## config.mk

```make
export PLATFORM = sky130hd
export DESIGN_NAME = trap_ctrl
export DESIGN_NICKNAME = d
export VERILOG_FILES = /design/src/rtl/trap_ctrl_pkg.sv /design/src/rtl/trap_ctrl.sv
export SDC_FILE = /design/constraint.sdc
export NUM_CORES = 1
export LEC_CHECK = 0
export CELL_PAD_IN_SITES_DETAIL_PLACEMENT = 0
export CELL_PAD_IN_SITES_GLOBAL_PLACEMENT = 1
export CORE_UTILIZATION = 20
export DETAILED_ROUTE_END_ITERATION = 10
export PLACE_DENSITY_LB_ADDON = 0.05
export SKIP_LAST_GASP = 1
export SYNTH_ARGS = -nofsm -noshare
export SYNTH_HDL_FRONTEND = slang
export SYNTH_SLANG_ARGS = --single-unit
```

## constraint.sdc

```tcl
create_clock -name clk -period 4.9 [get_ports clk]
set_clock_uncertainty 0.15 [all_clocks]
set_input_delay 0.735 -clock clk [delete_from_list [all_inputs] [get_ports clk]]
set_output_delay 0.735 -clock clk [all_outputs]
set_load 0.02 [all_outputs]
```

## src/rtl/trap_ctrl_pkg.sv

```systemverilog
// Shared encodings for the machine-mode trap sequencer: instruction
// patterns, CSR addresses, mcause codes, mstatus bit positions, hold
// levels and the FSM state type.
package trap_ctrl_pkg;

  // System instruction encodings matched in decode
  localparam logic [31:0] INST_ECALL  = 32'h0000_0073;
  localparam logic [31:0] INST_EBREAK = 32'h0010_0073;
  localparam logic [31:0] INST_MRET   = 32'h3020_0073;

  // Machine-mode CSR addresses written by the sequencer
  localparam logic [11:0] CSR_MSTATUS = 12'h300;
  localparam logic [11:0] CSR_MEPC    = 12'h341;
  localparam logic [11:0] CSR_MCAUSE  = 12'h342;

  // mcause values; bit 31 marks an asynchronous cause
  localparam logic [31:0] CAUSE_ECALL   = 32'd11;
  localparam logic [31:0] CAUSE_EBREAK  = 32'd3;
  localparam logic [31:0] CAUSE_EXT_INT = 32'h8000_000B;

  // mstatus bit positions
  localparam int MSTATUS_MIE_BIT  = 3;
  localparam int MSTATUS_MPIE_BIT = 7;

  // Hold request levels toward the central controller
  localparam logic HOLD_ENABLE  = 1'b1;
  localparam logic HOLD_DISABLE = 1'b0;

  // Sequencer states
  localparam int STATE_W = 3;
  typedef enum logic [STATE_W-1:0] {
    IDLE        = 3'd0,
    WR_MEPC     = 3'd1,
    WR_MCAUSE   = 3'd2,
    WR_MSTATUS  = 3'd3,
    ASSERT      = 3'd4,
    MRET_WR     = 3'd5,
    MRET_ASSERT = 3'd6
  } state_t;

endpackage

```

## src/rtl/trap_ctrl.sv

```systemverilog
// Machine-mode trap sequencer. Detects ECALL/EBREAK/MRET and level
// external interrupts while idle, holds the pipeline, walks the CSR write
// sequence and finishes with a one-cycle redirect strobe to execute.
module trap_ctrl
  import trap_ctrl_pkg::*;
#(
  parameter int INT_W  = 8,
  parameter int ADDR_W = 32,
  parameter int DATA_W = 32
) (
  input  logic              clk,
  input  logic              rst,
  input  logic [INT_W-1:0]  int_flag_i,
  input  logic [31:0]       inst_i,
  input  logic [ADDR_W-1:0] inst_addr_i,
  input  logic              jump_flag_i,
  input  logic [ADDR_W-1:0] jump_addr_i,
  input  logic              ex_busy_i,
  input  logic [DATA_W-1:0] csr_mtvec_i,
  input  logic [DATA_W-1:0] csr_mepc_i,
  input  logic [DATA_W-1:0] csr_mstatus_i,
  output logic              hold_flag_o,
  output logic              we_o,
  output logic [11:0]       waddr_o,
  output logic [DATA_W-1:0] data_o,
  output logic              int_assert_o,
  output logic [ADDR_W-1:0] int_addr_o
);

  // Trap entry: MPIE <= MIE, MIE <= 0
  function automatic logic [DATA_W-1:0] trap_mstatus(input logic [DATA_W-1:0] s);
    logic [DATA_W-1:0] r;
    r = s;
    r[MSTATUS_MPIE_BIT] = s[MSTATUS_MIE_BIT];
    r[MSTATUS_MIE_BIT]  = 1'b0;
    return r;
  endfunction

  // Trap return: MIE <= MPIE, MPIE <= 1
  function automatic logic [DATA_W-1:0] mret_mstatus(input logic [DATA_W-1:0] s);
    logic [DATA_W-1:0] r;
    r = s;
    r[MSTATUS_MIE_BIT]  = s[MSTATUS_MPIE_BIT];
    r[MSTATUS_MPIE_BIT] = 1'b1;
    return r;
  endfunction

  state_t state, state_next;

  logic              is_ecall, is_ebreak, is_mret;
  logic              mie;
  logic              sync_trap, async_trap, trigger;
  logic [ADDR_W-1:0] mepc_q;
  logic [DATA_W-1:0] cause_q;

  assign is_ecall  = (inst_i == INST_ECALL);
  assign is_ebreak = (inst_i == INST_EBREAK);
  assign is_mret   = (inst_i == INST_MRET);
  assign mie       = csr_mstatus_i[MSTATUS_MIE_BIT];

  // Synchronous exceptions outrank interrupts, which outrank MRET. An
  // interrupt seen while execute is busy simply waits; the line is level.
  assign sync_trap  = is_ecall | is_ebreak;
  assign async_trap = (|int_flag_i) & mie & ~ex_busy_i;
  // Reset gates the trigger so the combinational hold stays low under reset.
  assign trigger    = ~rst & (state == IDLE) & (sync_trap | async_trap | is_mret);

  // State register; reset aborts any sequence in flight
  always_ff @(posedge clk or posedge rst) begin
    if (rst) begin
      state <= IDLE;
    end else begin
      state <= state_next;
    end
  end

  // Capture return address and cause at the trigger cycle (data only, no reset)
  always_ff @(posedge clk) begin
    if (state == IDLE && (sync_trap || async_trap)) begin
      if (sync_trap) begin
        mepc_q  <= inst_addr_i;
        cause_q <= is_ecall ? DATA_W'(CAUSE_ECALL) : DATA_W'(CAUSE_EBREAK);
      end else begin
        // An interrupt lands on the instruction execute is about to run next
        mepc_q  <= jump_flag_i ? jump_addr_i : inst_addr_i;
        cause_q <= DATA_W'(CAUSE_EXT_INT);
      end
    end
  end

  // Next-state and output decode; everything idles at zero by default
  always_comb begin
    state_next   = state;
    hold_flag_o  = HOLD_DISABLE;
    we_o         = 1'b0;
    waddr_o      = '0;
    data_o       = '0;
    int_assert_o = 1'b0;
    int_addr_o   = '0;
    case (state)
      IDLE: begin
        if (trigger) begin
          hold_flag_o = HOLD_ENABLE;
          state_next  = (sync_trap || async_trap) ? WR_MEPC : MRET_WR;
        end
      end
      WR_MEPC: begin
        hold_flag_o = HOLD_ENABLE;
        we_o        = 1'b1;
        waddr_o     = CSR_MEPC;
        data_o      = DATA_W'(mepc_q);
        state_next  = WR_MCAUSE;
      end
      WR_MCAUSE: begin
        hold_flag_o = HOLD_ENABLE;
        we_o        = 1'b1;
        waddr_o     = CSR_MCAUSE;
        data_o      = cause_q;
        state_next  = WR_MSTATUS;
      end
      WR_MSTATUS: begin
        // mstatus is taken live in this cycle, not from the trigger cycle
        hold_flag_o = HOLD_ENABLE;
        we_o        = 1'b1;
        waddr_o     = CSR_MSTATUS;
        data_o      = trap_mstatus(csr_mstatus_i);
        state_next  = ASSERT;
      end
      ASSERT: begin
        hold_flag_o  = HOLD_ENABLE;
        int_assert_o = 1'b1;
        int_addr_o   = ADDR_W'(csr_mtvec_i);
        state_next   = IDLE;
      end
      MRET_WR: begin
        hold_flag_o = HOLD_ENABLE;
        we_o        = 1'b1;
        waddr_o     = CSR_MSTATUS;
        data_o      = mret_mstatus(csr_mstatus_i);
        state_next  = MRET_ASSERT;
      end
      MRET_ASSERT: begin
        hold_flag_o  = HOLD_ENABLE;
        int_assert_o = 1'b1;
        int_addr_o   = ADDR_W'(csr_mepc_i);
        state_next   = IDLE;
      end
      default: begin
        state_next = IDLE;
      end
    endcase
  end

endmodule
```

### After elaboration in Yosys (flattened, before gate mapping)

Cells that the tools add are included.

* bits in registers: 67
* input bits: 204
* output and inout port bits: 79
* word-level logic and storage cells: 43

* eq/ne operators: 10
* muxes and demuxes: 13
* bitwise operators: 9
* reduce and logical (&&, ||, !) cells: 8

Operators by type and width (count)
* one-hot mux 32 bit (4 select lines): 1
* two-way mux 32 bit: 2
* one-hot mux 32 bit (2 select lines): 1
* equality test 32 x 21 -> 1 bit, second input constant: 1
* equality test 32 x 30 -> 1 bit, second input constant: 1
* equality test 32 x 7 -> 1 bit, second input constant: 1
* one-hot mux 10 bit (3 select lines): 1
* one-hot mux 3 bit (5 select lines): 1
* equality test 3 bit, second input constant: 3
* OR reduction 8 bit: 1
* equality test 3 x 2 -> 1 bit, second input constant: 2
* two-way mux 3 bit: 2
* OR reduction 6 bit: 1
* bitwise AND 1 bit: 4
* two-way mux 4 bit: 1
* OR reduction 2 bit: 2
* OR reduction 4 bit: 1
* equality test 3 x 1 -> 1 bit, second input constant: 1
* logical NOT 3 bit: 1
* two-way mux 1 bit: 3
* OR 1 bit: 3
* != test 2 bit, second input constant: 1
* inverter 1 bit: 2
* one-hot mux 1 bit (2 select lines): 1
* other kinds (2): 2

### Depth between registers and ports, before layout

Gate-level depths: netlist of the first run.

* depth in word-level cells: 8
* mapped depth: 6
* mapped depth without buffers: 5

### Worst setup path before layout of the first run

OpenSTA, ideal clock, no wires.

* path kind: input-to-reg
* start: in inst_i[9]
* end: reg cause_q[31], enable pin
* setup time: 477 ps
* arrival time: 4351 ps
* required time: 4273 ps
* setup slack: -78 ps
* stages on the path: 4
* path buffers: 0
* path through: or4_4 > nor4_4 > nand3_4 > a21boi_0

* longest elaborated chain between the ends: 4
* elaborated cells on any way between the ends: 5
* those cells by class: eq/ne: 2; bitwise: 1; reduce/logical: 2

RTL lines
* start, declared: RTL line trap_ctrl.sv:14 `input logic [31:0] inst_i,`
* equality test 32 x 7 -> 1 bit or equality test 32 x 21 -> 1 bit (tied branches): RTL line trap_ctrl.sv:56, trap_ctrl.sv:57
* OR 1 bit (*): RTL line trap_ctrl.sv:63 `assign sync_trap = is_ecall | is_ebreak;`
* logical OR 1 bit (*): RTL line trap_ctrl.sv:79 `if (state == IDLE && (sync_trap || async_trap)) begin`
* logical AND 1 bit (*): RTL line trap_ctrl.sv:79
* end signal, assigned: RTL line trap_ctrl.sv:82 `cause_q <= is_ecall ? DATA_W'(CAUSE_ECALL) : DATA_W'(CAUSE_EBREAK);`
* end signal, assigned: RTL line trap_ctrl.sv:86 `cause_q <= DATA_W'(CAUSE_EXT_INT);`
* end, declared: RTL line trap_ctrl.sv:54 `logic [DATA_W-1:0] cause_q;`

Every way passes the cells marked *; elsewhere a longest branch is shown, timed or not.
A chain may end at the register's enable or synchronous reset.

### Worst setup path after layout of the first run

* start: in inst_i[9]
* end: out hold_flag_o

* longest elaborated chain between the ends: 7
* elaborated cells on any way between the ends: 9
* those cells by class: eq/ne: 3; mux: 2; bitwise: 4

RTL lines
* equality test 32 x 7 -> 1 bit or equality test 32 x 21 -> 1 bit (tied branches): RTL line trap_ctrl.sv:56, trap_ctrl.sv:57
* OR 1 bit: RTL line trap_ctrl.sv:63
* OR 1 bit: RTL line trap_ctrl.sv:66 `assign trigger = ~rst & (state == IDLE) & (sync_trap | async_trap | is_mret);`
* OR 1 bit (*): RTL line trap_ctrl.sv:66
* bitwise AND 1 bit (*): RTL line trap_ctrl.sv:66
* two-way mux 1 bit (*): RTL line trap_ctrl.sv:102 `if (trigger) begin`
* one-hot mux 1 bit (2 select lines) (*): RTL line trap_ctrl.sv:100 `case (state)`
* end, declared: RTL line trap_ctrl.sv:22 `output logic hold_flag_o,`

Marked as above.

==> run_results.csv, run 1 <==
group,metric,value,unit
status,status,"finished, final reports clean",
sta,setup_viol,0,
worst_setup_path,critPathMaxFanout,3,
worst_setup_path,critPathSlowestCell,"clkdlybuf4s50_1",
worst_setup_path,path_class,"in2out",
pwr,p_leak,0.00211,uW
clock_tree,htreeDepth,2,
worst_setup_path,path_cells,"clkdlybuf4s50_1, or4_4, nor4_4, nand2_1, o221a_2, a31oi_1, clkdlybuf4s50_1",
pwr,ir_drop,0.185,mV
worst_setup_path,worst_path_most_repeated_cell,"clkdlybuf4s50_1",
route,highest-signal-layer,"met4",
synthesis,synth_area_leaders,"edfxtp_1 38%, a22o_1 19%, mux2_4 17%, dfrtp_1 2.8%, buf_4 2.5%",
route,drc,0,
cells_and_area,nFillCells,1277,
clock_tree,cts_buffer_depth,2,
min_path,hp-class,"in2async",
sta,tightest_slew,570,ps
route,drt-total-wl,10.4,mm
synthesis,synth_edf_count,34,
flow_run,max_cap_violations,0,
synthesis,synthDistinctLibCells,39,
sta,finalHoldViolCount,0,
pwr,switching_share,0.392,
clock_tree,ctsResizeCount,0,
synthesis,synthTopCellsByCount,"59 x a22o_1, 34 x edfxtp_1, 30 x mux2_4",
die,start_util,0.205,
worst_setup_path,slowest_delay,640,ps
synthesis,netlist.area_leader.share,0.378,
synthesis,syn_inst,216,
pwr,power.density,380,nW/um^2
sta,max_freq,243,MHz
pwr,p_comb_frac,0.651,
sta,fin_crit,4120,ps
die,die_x,118,um
cells_and_area,diodes,0,
place,dpl.hpwl,8.17,mm
route,dr_wl_met2,5.54,mm
global_route,track_usage,0.145,
synthesis,synth_warnings,0,
clock_tree,clkLatencyLatePin,270,ps
cells_and_area,drive_above_1_share,0.110,
pwr,finalPower,2170,uW
clock_tree,cts_hold_buf,0,
sta,rsz0062_at_grt,"false",
route,route.met3.wl,1.11,mm
global_route,antenna_found_initial,0,
route,drt_iter0_drc,104,
die,rows,42,
clock_tree,cts_num_sinks,37,
synthesis,seq_area_frac_synth,0.406,
clock_tree,cts_root_buf,"clkbuf_16",
pwr,internal_power,1320,uW
route,vias,2852,
cells_and_area,area_delta_synth_final,111,%
pwr,power.switching,850,uW
sta,tns,0,ps
place,place_area,5560,sq um
route,via_per_inst,4.35,
worst_setup_path,cp.required,4010,ps
synthesis,synth.largest_area_cell,"edfxtp_1",
route,wire_per_inst,15.8,um
synthesis,syn-mean-instance-area,12.5,sq um
synthesis,synth.cell_area,2700,sq um
clock_tree,path_clk_slew,50,ps
sta,hold_ws,517,ps
synthesis,synth-seq-cells,37,
cells_and_area,area.sequential,1100,sq um
worst_setup_path,cp.arrival,3240,ps
die,core_area,13200,sq um
pwr,pwr-share-seq,0.207,
clock_tree,cts_setup_buffers,0,
sta,slew_headroom,0.618,
global_route,grt_max_degree,35,
cells_and_area,multiInputGateArea,1440,sq um
sta,period_share,0.841,
global_route,gr-total-overflow,0,
place,dpl_worst_slack,758,ps
cells_and_area,final_nets,684,
route,met1_length,3.59,mm
clock_tree,numCtsBuffers,5,
die,io_pins,283,
synthesis,yosysMostFrequentCell,"a22o_1",
die,die-area,14000,sq um
global_route,grt_first_pass_wirelength,15.5,mm
route,ant_nets,0,
cells_and_area,stdcell_area,5690,sq um
pwr,power.share.clock,0.142,
route,dr.pass1.iters,4,
clock_tree,cts_tree,"built",
worst_setup_path,cp-end-kind,"primary output",
sta,layout_setup_ws,778,ps
die,chipHeight,118,um
synthesis,synthFlopType,"edfxtp_1",
synthesis,synthArstFlopShare,0.0811,
worst_setup_path,startpoint_type,"input port",
place,gp_congestion,0.760,
sta,slew_violations,0,
place,io_buffer_count,275,
global_route,grt_pass1_vias,2933,
per-layer routing:
metal | vias up | GRT usage
met5 | - | 0
met4 | 0 | 0.0441
met3 | 6 | 0.0613
met2 | 161 | 0.282
met1 | 1296 | 0.135
li1 | 1389 | -
kinds of logic (layout without fill, tap and decap cells):
group,count (synthesis),after routing,synth area share
mux,36,36,0.190
compound gates,76,76,0.233
simple gates,35,35,0.0950
flops,37,37,0.406
buf+inv,31,289,0.0741
other cells,1,7,0.00139
stage by stage:
| step | util | cells |
|---|---|---|
| after detailed placement | 0.421 | 649 |
| final | 0.432 | 656 |
| after global placement | 0.421 | 649 |
| after CTS | 0.432 | 656 |
| after floorplan | - | 222 |
| after global routing | 0.432 | 656 |
critical path: cells and delay by family:
kind / cells / cell delay [ps]
AO/OA/AOI/OAI: 2 / 430
buffers and inverters: 2 / 1040
AND/OR/NAND/NOR: 3 / 1020
sequential cells by signal, summed over array words and instances (netlist names):
register,flops
mepc_q,32
state,3
cause_q,2
layout make-up:
type / instances / share of cell area
repair buffers: 280 / 0.490
well taps: 176 / 0.0387
inverters: 2 / 0.00132
flip-flops and latches: 37 / 0.192
clock buffers: 5 / 0.0220
multi-input cells: 154 / 0.254
clock inverters: 2 / 0.00198
worst paths after layout:
kind | startpoint | to | slack (ps) | depth (start not counted)
max | inst_i[9] | hold_flag_o | 780 | 7
max reg2reg | state[2] | mepc_q[13] | 2790 | 3
max in group asynchronous | rst | state[1] | 3950 | 2
min | rst | state[2] | 520 | 2
min in group clk | state[0] | state[0] | 650 | 1
min reg2reg | state[0] | state[0] | 650 | 1
power by group through the flow:
stage	registers (uW)	logic, uW	clock network (uW)
floorplan	416	763	0
global placement	457	1430	0
detailed placement	457	1430	0
CTS	451	1440	320
global route	460	1500	332
finish	449	1410	308
layout by cell type (no fill, tap or decap), types with 5 or more instances in the layout:
cell type | netlist | routed
mux2_4 | 30 | 30
clkdlybuf4s50_1 | 0 | 275
buf_4 | 9 | 5
clkbuf_16 | 0 | 5
edfxtp_1 | 34 | 34
a22o_1 | 59 | 59
conb_1 | 1 | 7
nor4_1 | 5 | 5
(Power assumes the default switching activity.)
==> inputs of run 2 (changes only) <==
==> constraint.sdc (replaced) <==
create_clock -name clk -period 4.15 [get_ports clk]
set_clock_uncertainty 0.15 [all_clocks]
set_input_delay 0.6225 -clock clk [delete_from_list [all_inputs] [get_ports clk]]
set_output_delay 0.6225 -clock clk [all_outputs]
set_load 0.02 [all_outputs]
==> run_results.csv, run 2 (synthesis gave the netlist of run 1 again) <==
group,metric,value,unit
sta,fin_crit,3890,ps
place,io_buffer_count,275,
cells_and_area,diodes,0,
die,rows,42,
clock_tree,cts_root_buf,"clkbuf_16",
sta,tns,0,ps
route,wire_per_inst,16.0,um
worst_setup_path,cp-end-kind,"primary output",
clock_tree,ctsResizeCount,0,
sta,tightest_slew,616,ps
global_route,grtUsageMet3,0.0569,
place,gp_congestion,0.757,
global_route,grtUsageMet2,0.283,
pwr,ir_drop,0.222,mV
die,die_x,118,um
global_route,grt_first_pass_wirelength,15.7,mm
cells_and_area,largest_reg_flops,32,
clock_tree,clkLatencyLatePin,280,ps
route,via_per_inst,4.38,
clock_tree,numCtsBuffers,5,
cells_and_area,layout_common_cells,"275 x clkdlybuf4s50_1, 59 x a22o_1, 34 x edfxtp_1",
cells_and_area,regMostFlops,"mepc_q",
worst_setup_path,cp.arrival,3120,ps
sta,slew_violations,0,
sta,slew_headroom,0.589,
global_route,grt_max_degree,35,
global_route,grt_pass1_vias,2928,
route,ant_nets,0,
sta,finalHoldViolCount,0,
worst_setup_path,critPathMaxFanout,3,
route,vias,2876,
cells_and_area,nFillCells,1294,
clock_tree,path_clk_slew,50,ps
clock_tree,cts_hold_buf,0,
cells_and_area,drive_above_1_share,0.114,
cells_and_area,top_regs,"mepc_q: 32 flops, state: 3 flops, cause_q: 2 flops",
place,place_area,5560,sq um
clock_tree,cts_setup_buffers,0,
worst_setup_path,cp.required,3380,ps
clock_tree,cts_tree,"built",
place,dpl.hpwl,8.29,mm
sta,rsz0062_at_grt,"false",
global_route,track_usage,0.147,
global_route,antenna_found_initial,0,
worst_setup_path,startpoint_type,"input port",
die,start_util,0.205,
global_route,use_met1,0.142,
pwr,p_leak,0.00214,uW
cells_and_area,final_nets,684,
clock_tree,htreeDepth,2,
worst_setup_path,path_class,"in2out",
cells_and_area,final_common_cell,"clkdlybuf4s50_1",
route,dr.pass1.iters,4,
route,drt-total-wl,10.5,mm
sta,max_freq,257,MHz
min_path,hp-class,"in2async",
die,core_area,13200,sq um
die,chipHeight,118,um
route,drt_iter0_drc,45,
clock_tree,cts_buffer_depth,2,
cells_and_area,area_delta_synth_final,113,%
die,io_pins,283,
sta,setup_viol,0,
status,status,"finished, final reports clean",
die,die-area,14000,sq um
flow_run,max_cap_violations,0,
route,drc,0,
pwr,power.density,468,nW/um^2
global_route,grt.busiest_layer,"met2",
sta,period_share,0.938,
clock_tree,cts_num_sinks,37,
global_route,gr-total-overflow,0,
cells_and_area,stdcell_area,5750,sq um
==> run 2: cell types whose count changed in the layout (fill, tap and decap cells not counted) <==
cell	before	now
bufinv_16	0	2
clkinv_1	1	0
clkinv_2	0	1
clkinvlp_4	1	0
==> run 2: where the power goes <==
group          internal [uW]  switching, uW  leakage (uW)
Combinational            870            793       0.00170
Clock                    343            153     0.0000938
Sequential               467           65.2      0.000345
==> run 2: final cells by class <==
type                       count  area [sq um]  share of cell area
timing repair buffer         280          2790               0.485
multi-input combinational    154          1440               0.251
sequential                    37          1100               0.191
tap                          176           220              0.0383
clock buffer                   5           125              0.0218
clock inverter                 3          65.1              0.0113
inverter                       2          7.51             0.00131
==> run 2: final timing paths <==
path / from / endpoint / slack [ps] / cells after the start
setup / recovery: inst_i[9] / hold_flag_o / 260 / 7
hold / removal: rst / state[0] / 390 / 2
setup reg to reg: state[2] / mepc_q[31] / 1990 / 3
hold reg to reg: state[0] / state[0] / 630 / 1
max in group asynchronous: rst / state[1] / 3320 / 2
min in group clk: state[0] / state[0] / 630 / 1
==> run 2: stage by stage <==
step | std cells | hold slack [ps] | setup slack [ps] | power [uW] | util
3_5_place_dp | 649 | 634 | 224 | 2230 | 0.421
4_1_cts | 657 | 390 | 228 | 2740 | 0.436
6_report | 657 | 394 | 257 | 2690 | 0.436
2_1_floorplan | 222 | 232 | 183 | 1390 | -
5_1_grt | 657 | 414 | 117 | 2840 | 0.436
3_3_place_gp | 649 | 644 | 263 | 2230 | 0.421
==> run 2: worst max-delay path: stages <==
cell and delay, ps:
clkdlybuf4s50_1 400, or4_4 540, nor4_4 400, nand2_1 100
o221a_2 280, a31oi_1 140, clkdlybuf4s50_1 630
==> run 2: layer usage <==
metal | share of wire | vias up
li1 | - | 1386
met1 | 0.35 | 1324
met2 | 0.53 | 156
met3 | 0.11 | 10
met4 | 0.014 | 0
met5 | 0 | -
==> inputs of run 3 (changes only) <==
--- a/config.mk
+++ b/config.mk
@@ -9,6 +9,7 @@
 export CELL_PAD_IN_SITES_GLOBAL_PLACEMENT = 1
 export CORE_UTILIZATION = 20
 export DETAILED_ROUTE_END_ITERATION = 10
+export MAX_ROUTING_LAYER = met4
 export PLACE_DENSITY_LB_ADDON = 0.05
 export SKIP_LAST_GASP = 1
 export SYNTH_ARGS = -nofsm -noshare
==> run_results.csv, run 3 (synthesis gave the netlist of run 1 again) <==
group,metric,value,unit
clock_tree,htreeDepth,2,
sta,setup_viol,0,
die,die_x,118,um
clock_tree,cts_buffer_depth,2,
min_path,hp-class,"in2async",
route,via_per_inst,4.38,
route,wire_per_inst,16.0,um
route,dr.pass1.iters,4,
cells_and_area,largest_reg_flops,32,
global_route,antenna_found_initial,0,
worst_setup_path,startpoint,"inst_i[9]",
route,vias,2880,
die,rows,42,
status,status,"finished, final reports clean",
clock_tree,cts_hold_buf,0,
cells_and_area,stdcell_area,5750,sq um
place,dpl.hpwl,8.29,mm
worst_setup_path,slowest_delay,640,ps
worst_setup_path,cp-end-kind,"primary output",
clock_tree,cts_tree,"built",
place,gp_congestion,0.766,
clock_tree,path_clk_slew,60,ps
route,drt_iter0_drc,56,
pwr,p_leak,0.00214,uW
sta,fin_crit,3920,ps
place,dp_cells,649,
place,io_buffer_count,275,
global_route,track_usage,0.151,
place,dpl_worst_slack,224,ps
clock_tree,cts_num_sinks,37,
die,chipHeight,118,um
cells_and_area,final_nets,684,
route,drt-total-wl,10.5,mm
die,io_pins,283,
worst_setup_path,critPathMaxFanout,3,
clock_tree,clkLatencyLatePin,280,ps
route,drc,0,
worst_setup_path,cp.required,3380,ps
cells_and_area,drive_above_1_share,0.114,
cells_and_area,layout_common_cells,"275 x clkdlybuf4s50_1, 59 x a22o_1, 34 x edfxtp_1",
sta,tightest_slew,610,ps
global_route,grt_max_degree,35,
die,core_area,13200,sq um
cells_and_area,regMostFlops,"mepc_q",
worst_setup_path,startpoint_type,"input port",
flow_run,max_cap_violations,0,
cells_and_area,final_common_cell,"clkdlybuf4s50_1",
route,ant_nets,0,
worst_setup_path,path_cells,"clkdlybuf4s50_1, or4_4, nor4_4, nand2_1, o221a_2, a31oi_1, clkdlybuf4s50_1",
worst_setup_path,cp.arrival,3140,ps
sta,slew_violations,0,
clock_tree,numCtsBuffers,5,
global_route,grt_pass1_vias,2930,
worst_setup_path,critPathSlowestCell,"clkdlybuf4s50_1",
sta,finalHoldViolCount,0,
clock_tree,cts_setup_buffers,0,
cells_and_area,area_delta_synth_final,113,%
global_route,grt_first_pass_wirelength,15.8,mm
sta,tns,0,ps
cells_and_area,instances_no_fill,657,
die,die-area,14000,sq um
pwr,finalPower,2690,uW
clock_tree,ctsResizeCount,0,
worst_setup_path,path_class,"in2out",
pwr,power.density,469,nW/um^2
die,start_util,0.205,
place,place_area,5560,sq um
worst_setup_path,worst_path_most_repeated_cell,"clkdlybuf4s50_1",
sta,layout_setup_ws,233,ps
sta,rsz0062_at_grt,"false",
pwr,ir_drop,0.224,mV
global_route,gr-total-overflow,0,
worst_setup_path,reg2reg_from,"state[2]",
clock_tree,cts_root_buf,"clkbuf_16",
sta,period_share,0.944,
cells_and_area,top_regs,"mepc_q: 32 flops, state: 3 flops, cause_q: 2 flops",
cells_and_area,diodes,0,
sta,slew_headroom,0.593,
sta,max_freq,255,MHz
## run 3: cell counts in the layout (fill, tap and decap cells not counted)
No cell type changed its count.
## run 3: worst paths after layout
path | to | slack (ps) | cells past startpoint
max in group asynchronous | state[1] | 3320 | 2
max reg2reg | mepc_q[15] | 2010 | 3
min | state[0] | 390 | 2
min reg2reg | state[0] | 640 | 1
max | hold_flag_o | 230 | 7
min in group clk | state[0] | 640 | 1
## run 3: power by group
part / internal, uW / switching, uW
clock: 343 / 154
combinational: 870 / 794
sequential: 467 / 65.7
## run 3: layout make-up
type	count	area, sq um
Clock buffer	5	125
Clock inverter	3	65.1
Fill cell	1294	7440
Inverter	2	7.51
Multi-Input combinational cell	154	1440
Sequential cell	37	1100
Tap cell	176	220
Timing Repair Buffer	280	2790
## run 3: per-stage QoR
stage          hold slack, ps   util
3_5_place_dp              634  0.421
2_1_floorplan             232      -
5_1_grt                   413  0.436
4_1_cts                   390  0.436
3_3_place_gp              644  0.421
6_report                  393  0.436
## run 3: per-layer routing
metal  GRT usage  wire length (um)  share of wire
met5           -                 0              0
met4      0.0409               104         0.0099
met3      0.0425               892          0.085
met2       0.285              5670           0.54
met1       0.151              3870           0.37
## run 3: worst max-delay path: cells and delay by family
family	cells	cell delay, ps
AND/OR/NAND/NOR	3	1040
buffers and inverters	2	1040
AO/OA/AOI/OAI	2	440
